## src/rtl/lif_array_if.sv

```systemverilog
// lif_array_if -- bus bundle for the lif_array neuron array.
//   step       timestep strobe (master -> slave)
//   current    packed per-neuron currents, neuron i = current[i*W +: W]
//   threshold  shared firing threshold
//   sel        neuron selected for the state probe
//   spike      registered per-neuron spike pulses (slave -> master)
//   spike_any  OR of spike
//   state_out  registered membrane state of neuron sel
interface lif_array_if #(
  parameter int N_NEURONS = 4,
  parameter int W         = 8,
  parameter int SEL_W     = 2
);
  logic                   step;
  logic [N_NEURONS*W-1:0] current;
  logic [W-1:0]           threshold;
  logic [SEL_W-1:0]       sel;
  logic [N_NEURONS-1:0]   spike;
  logic                   spike_any;
  logic [W-1:0]           state_out;

  modport master (
    output step, current, threshold, sel,
    input  spike, spike_any, state_out
  );

  modport slave (
    input  step, current, threshold, sel,
    output spike, spike_any, state_out
  );
endinterface

```

## src/rtl/lif_array.sv

```systemverilog
// lif_array -- array of N_NEURONS leaky integrate-and-fire neurons that share
// one programmable threshold.
//
// Each neuron, on a clock edge with step=1:
//   sum   = sat((state >> LEAK_SHIFT) + current)   (saturates at 2**W-1)
//   fire  = sum >= threshold
//   spike <= fire, state <= fire ? 0 : sum
// On edges with step=0 the state holds and spike returns to 0, so a spike is
// always a one-cycle pulse.
//
// Optional feature, macro LIF_REFRACTORY_EN: each neuron gets an 8-bit
// refractory counter loaded with REFRAC when it fires. While the counter is
// non-zero a step decrements it, ignores the input current (leak still
// applies) and cannot fire. With the macro undefined REFRAC is ignored.
//
// Ports:
//   clk    rising-edge clock
//   rst_n  asynchronous active-low reset (clears state, spikes, probe, counters)
//   bus    lif_array_if.slave: step/current/threshold/sel in,
//          spike/spike_any/state_out out

module lif_neuron #(
  parameter int W          = 8,
  parameter int LEAK_SHIFT = 1,
  parameter int REFRAC     = 2
) (
  input  logic         clk,
  input  logic         rst_n,
  input  logic         step_i,
  input  logic [W-1:0] cur_i,
  input  logic [W-1:0] thr_i,
  output logic         spike_o,
  output logic [W-1:0] state_o
);
  logic [W-1:0] state_q, state_d;
  logic         spike_q, spike_d;
  logic [W-1:0] decayed, cur_eff, sum_sat;
  logic [W:0]   sum;
  logic         refr, fire;

`ifdef LIF_REFRACTORY_EN
  logic [7:0] rc_q, rc_d;
  assign refr = (rc_q != 8'd0);
`else
  assign refr = 1'b0;
`endif

  // Datapath: leak, integrate, saturate, compare.
  always_comb begin
    decayed = state_q >> LEAK_SHIFT;
    cur_eff = refr ? '0 : cur_i;
    sum     = {1'b0, decayed} + {1'b0, cur_eff};
    // Carry out of the W-bit add means overflow: clamp to all-ones.
    sum_sat = sum[W] ? '1 : sum[W-1:0];
    fire    = !refr && (sum_sat >= thr_i);
  end

  always_comb begin
    state_d = state_q;
    spike_d = 1'b0;
`ifdef LIF_REFRACTORY_EN
    rc_d    = rc_q;
`endif
    if (step_i) begin
      spike_d = fire;
      state_d = fire ? '0 : sum_sat;
`ifdef LIF_REFRACTORY_EN
      // fire is already masked while refractory, so the two cases are exclusive.
      if (refr)
        rc_d = rc_q - 8'd1;
      else if (fire)
        rc_d = 8'(REFRAC);
`endif
    end
  end

  always_ff @(posedge clk or negedge rst_n) begin
    if (!rst_n) begin
      state_q <= '0;
      spike_q <= 1'b0;
`ifdef LIF_REFRACTORY_EN
      rc_q    <= 8'd0;
`endif
    end else begin
      state_q <= state_d;
      spike_q <= spike_d;
`ifdef LIF_REFRACTORY_EN
      rc_q    <= rc_d;
`endif
    end
  end

  assign spike_o = spike_q;
  assign state_o = state_q;
endmodule

module lif_array #(
  parameter int N_NEURONS  = 4,
  parameter int W          = 8,
  parameter int LEAK_SHIFT = 1,
  parameter int REFRAC     = 2,
  parameter int SEL_W      = 2
) (
  input  logic        clk,
  input  logic        rst_n,
  lif_array_if.slave  bus
);
  // Reject parameter sets the datapath cannot represent.
  if (N_NEURONS < 1 || W < 2 || LEAK_SHIFT < 0 || LEAK_SHIFT >= W ||
      REFRAC < 0 || REFRAC > 255 || (1 << SEL_W) < N_NEURONS) begin : g_bad_cfg
    $error("lif_array: illegal parameter combination");
  end

  logic [N_NEURONS-1:0][W-1:0] cur_a;
  logic [N_NEURONS-1:0][W-1:0] state_a;
  logic [N_NEURONS-1:0]        spike_a;
  logic [W-1:0]                sel_state;
  logic [W-1:0]                state_out_q, state_out_d;

  assign cur_a = bus.current;

  for (genvar g = 0; g < N_NEURONS; g++) begin : g_neuron
    lif_neuron #(
      .W          (W),
      .LEAK_SHIFT (LEAK_SHIFT),
      .REFRAC     (REFRAC)
    ) u_neuron (
      .clk     (clk),
      .rst_n   (rst_n),
      .step_i  (bus.step),
      .cur_i   (cur_a[g]),
      .thr_i   (bus.threshold),
      .spike_o (spike_a[g]),
      .state_o (state_a[g])
    );
  end

  // Probe mux; selects beyond the array read as zero.
  always_comb begin
    sel_state = '0;
    for (int i = 0; i < N_NEURONS; i++)
      if (int'(bus.sel) == i) sel_state = state_a[i];
  end

  // Samples the pre-edge state, so the probe trails updates by one cycle.
  assign state_out_d = sel_state;

  always_ff @(posedge clk or negedge rst_n) begin
    if (!rst_n) state_out_q <= '0;
    else        state_out_q <= state_out_d;
  end

  assign bus.spike     = spike_a;
  assign bus.spike_any = |spike_a;
  assign bus.state_out = state_out_q;
endmodule

```

## src/flat_wrapper.sv

```systemverilog
// flat-port wrapper written by rule: the top's interface ports become plain ports
module lif_array_flat 
#(
  parameter int N_NEURONS  = 4,
  parameter int W          = 8,
  parameter int LEAK_SHIFT = 1,
  parameter int REFRAC     = 2,
  parameter int SEL_W      = 2
)
  (clk, rst_n, bus_step, bus_current, bus_threshold, bus_sel, bus_spike, bus_spike_any, bus_state_out);
  lif_array_if #(.N_NEURONS(N_NEURONS), .W(W), .SEL_W(SEL_W)) bus_i ();
  input  logic clk;
  input  logic rst_n;
  input wire logic [$bits(bus_i.step)-1:0] bus_step;
  input wire logic [$bits(bus_i.current)-1:0] bus_current;
  input wire logic [$bits(bus_i.threshold)-1:0] bus_threshold;
  input wire logic [$bits(bus_i.sel)-1:0] bus_sel;
  output wire logic [$bits(bus_i.spike)-1:0] bus_spike;
  output wire logic [$bits(bus_i.spike_any)-1:0] bus_spike_any;
  output wire logic [$bits(bus_i.state_out)-1:0] bus_state_out;
  assign bus_i.step = bus_step;
  assign bus_i.current = bus_current;
  assign bus_i.threshold = bus_threshold;
  assign bus_i.sel = bus_sel;
  assign bus_spike = bus_i.spike;
  assign bus_spike_any = bus_i.spike_any;
  assign bus_state_out = bus_i.state_out;
  lif_array #(.N_NEURONS(N_NEURONS), .W(W), .LEAK_SHIFT(LEAK_SHIFT), .REFRAC(REFRAC), .SEL_W(SEL_W)) u_core (.clk(clk), .rst_n(rst_n), .bus(bus_i));
endmodule
```

## config.mk

```make
export PLATFORM = sky130hd
export DESIGN_NAME = lif_array_flat
export DESIGN_NICKNAME = d
export VERILOG_FILES = /design/src/rtl/lif_array_if.sv /design/src/rtl/lif_array.sv /design/src/flat_wrapper.sv
export SDC_FILE = /design/constraint.sdc
export NUM_CORES = 1
export LEC_CHECK = 0
export ABC_AREA = 1
export CORE_UTILIZATION = 45
export CTS_BUF_LIST = sky130_fd_sc_hd__clkbuf_2
export CTS_CLUSTER_DIAMETER = 100
export DETAILED_ROUTE_END_ITERATION = 8
export DONT_BUFFER_PORTS = 1
export PLACE_DENSITY = 0.63
export REMOVE_ABC_BUFFERS = 1
export SETUP_SLACK_MARGIN = 0.15
export SYNTH_ARGS = -nofsm -noshare
export SYNTH_HDL_FRONTEND = slang
export SYNTH_HIERARCHICAL = 1
export SYNTH_SLANG_ARGS = --single-unit
```

## constraint.sdc

```tcl
create_clock -name clk -period 5.5 [get_ports clk]
set_clock_uncertainty 0.05 [all_clocks]
set_input_delay 0.825 -clock clk [delete_from_list [all_inputs] [get_ports clk]]
set_output_delay 0.825 -clock clk [all_outputs]
set_load 0.1 [all_outputs]
```

==> out/metrics.yaml <==
outcome:
  status: "finished, final reports clean"
sta:
  post-route-period-util: 0.557
  max_slew_margin: 0.394
  timing.setup.tns_ns: 0
  finalMaxSlewViolations: 0
  tightest_slew_ns: 0.909
  setup_viol: 0
  postLayoutSetupSlackWorst_ns: 2.44
  hold_ws_ns: 0.139
  fmax_mhz: 326
  hold_viol: 0
  min_period_ns: 3.06
  rsz0062_at_grt: "false"
global_routing:
  grt_pass1_vias: 3696
  grt.met2_usage: 0.365
  grt_pass1_wl_mm: 17.0
  grt_max_degree: 26
  top_usage_layer: "met2"
  met3_usage: 0.0223
  antenna_found_initial: 0
  overflow: 0
  grt_use_total: 0.216
  met1_usage: 0.282
yosys:
  synth_top_cell_area_share: 0.256
  synthCells: 634
  synthDistinctLibCells: 23
  yosys_warnings: 6
  syn_avg_cell_area_um2: 6.79
  synth.area.top_cells: "dfrtp_1 (26%), nand2_1 (18%), ha_1 (17%)"
  ys_seq_elements: 44
  netlist_area_mm2: 0.00430
  synth.largest_area_cell: "dfrtp_1"
  synth_seq_area_share: 0.256
drt:
  ant_nets: 0
  wirelength_mm: 10.3
  wl_per_cell_um: 13.3
  dr.pass1.iters: 4
  first_iter_violations: 131
  drcViolationCount: 0
  vias: 3868
  routed_via_density: 5.03
setup_path:
  cp-start-kind: "flip-flop"
  critical_path_class: "flip-flop to output port"
  end_kind: "output port"
  crit_arrival_ns: 2.19
  crit_fanout: 2
  required_ns: 4.62
finish:
  layout_commonest_cell: "nand2_1"
  seq_area_mm2: 0.00110
  drive_gt1_frac: 0.0672
  fin_util: 0.486
  final_cell_mix: "nand2_1 (205), inv_1 (108), ha_1 (60)"
  stdcell_area_mm2: 0.00449
  num-nets-final: 748
  fillCellCount: 956
  multi_input_area_mm2: 0.00271
  antenna_cells_inserted: 0
  fin_cells: 769
  area_delta_synth_final_pct: 4.36
clock_network:
  cts.sinks: 44
  postCtsSetupBuffers: 0
  cts_buffer_depth: 2
  htreeDepth: 2
  clk-insertion-delay-late_ns: 0.40
  cts_root_buf: "clkbuf_2"
  clk_pin_slew_worst_paths_ns: 0.23
  cts-resized-gates: 0
  tritoncts: "yes"
  cts_made_buffers: 5
pwr:
  comb_power_share: 0.594
  p_seq_frac: 0.350
  p_total_mw: 2.44
  power_density_mw_per_mm2: 542
  p_sw_frac: 0.574
  p_clk_frac: 0.056
  max-vdd-ir-drop_v: 0.000174
  switchingPower_mw: 1.40
  internal_power_mw: 1.04
  leakage_nw: 2.63
floorplanning:
  core_area_mm2: 0.00924
  rows: 35
  die_width_um: 99.8
  io_pins: 58
  initial_core_util: 0.466
  die_h_um: 99.8
  die-area_mm2: 0.00996
min_path:
  hold_class: "primary input to async pin"
place:
  gp_congestion: 0.882
  hpwl_mm: 8.55
  port_buffers: 0
  dpl.cell_count: 759
  place_area_mm2: 0.00442
  pre_cts_ws_ns: 2.30
run:
  cap_violations: 0
==> critical path: stages (launching register included) <==
cell and delay (ns):
dfrtp_1 0.99, nor2_1 0.11, nand2_1 0.70
==> logic make-up (layout without fill, tap and decap cells) <==
logic type	after synthesis	count (layout)	synth area share
simple gates	352	352	0.363
compound gates	48	48	0.0640
xor+xnor	4	4	0.00814
buf+inv	122	128	0.116
flops	44	44	0.256
fa+ha+maj	64	64	0.193
==> synthesized netlist by cell type <==
cell	count
nand2_1	205
inv_1	108
ha_1	60
nand3_1	56
nor2_1	46
dfrtp_1	44
a21oi_1	20
o21ai_1	20
nand3_2	12
nand2_2	8
nand3b_1	8
nand4_1	8
a21boi_2	4
buf_6	4
clkinv_1	4
fa_1	4
inv_4	4
o21a_1	4
or2_1	4
or2_2	4
xnor2_1	4
inv_2	2
nor2_4	1
==> per-layer routing <==
layer	vias up	part of all wire	wire, µm
met5	-	0	0
met4	0	0.032	328
met3	18	0.034	347
met2	76	0.46	4760
met1	1761	0.47	4820
li1	2013	-	-
==> what timing repair did <==
item	CTS	global route
hold buffers	1	1
setup endpoints to repair	0	0
endpoints found under the hold margin	25	19
==> registers in the layout, summed over array words and instances, names as in the netlist <==
name                              count
u_core/g_neuron.u_neuron/state_o     32
u_core/bus.state_out                  8
u_core/g_neuron.u_neuron/spike_o      4
==> path summary, 6_finish.rpt <==
| path | startpoint | endpoint | slack (ns) | cells after the start |
|---|---|---|---|---|
| max in group asynchronous | rst_n | u_core/g_neuron[0].u_neuron/state_o[0] | 4.02 | 1 |
| max reg2reg | u_core/g_neuron[0].u_neuron/state_o[1] | u_core/g_neuron[0].u_neuron/state_o[1] | 2.70 | 16 |
| min | rst_n | u_core/g_neuron[1].u_neuron/state_o[5] | 0.14 | 1 |
| min reg2reg | u_core/g_neuron[2].u_neuron/state_o[0] | u_core/g_neuron[2].u_neuron/state_o[0] | 0.49 | 2 |
| min in group clk | u_core/g_neuron[2].u_neuron/state_o[0] | u_core/g_neuron[2].u_neuron/state_o[0] | 0.49 | 2 |
| max | u_core/g_neuron[3].u_neuron/spike_o | bus_spike_any | 2.44 | 2 |
==> power by group through the flow <==
stage | Clock (mW) | Combinational [mW] | Sequential (mW)
2_1_floorplan | 0 | 1.18 | 0.797
3_3_place_gp | 0 | 1.39 | 0.857
3_5_place_dp | 0 | 1.44 | 0.860
4_1_cts | 0.141 | 1.45 | 0.852
5_1_grt | 0.157 | 1.68 | 0.868
6_report | 0.136 | 1.45 | 0.853
==> area by class of cell <==
cell class | count | share of cell area
repair buffers | 2 | 0.00669
clock buffers | 6 | 0.00669
multi-input cells | 468 | 0.602
flip-flops and latches | 44 | 0.245
inverters | 118 | 0.101
well taps | 129 | 0.0359
clock inverters | 2 | 0.00251
Note: power is estimated with default switching activity, not from simulation.
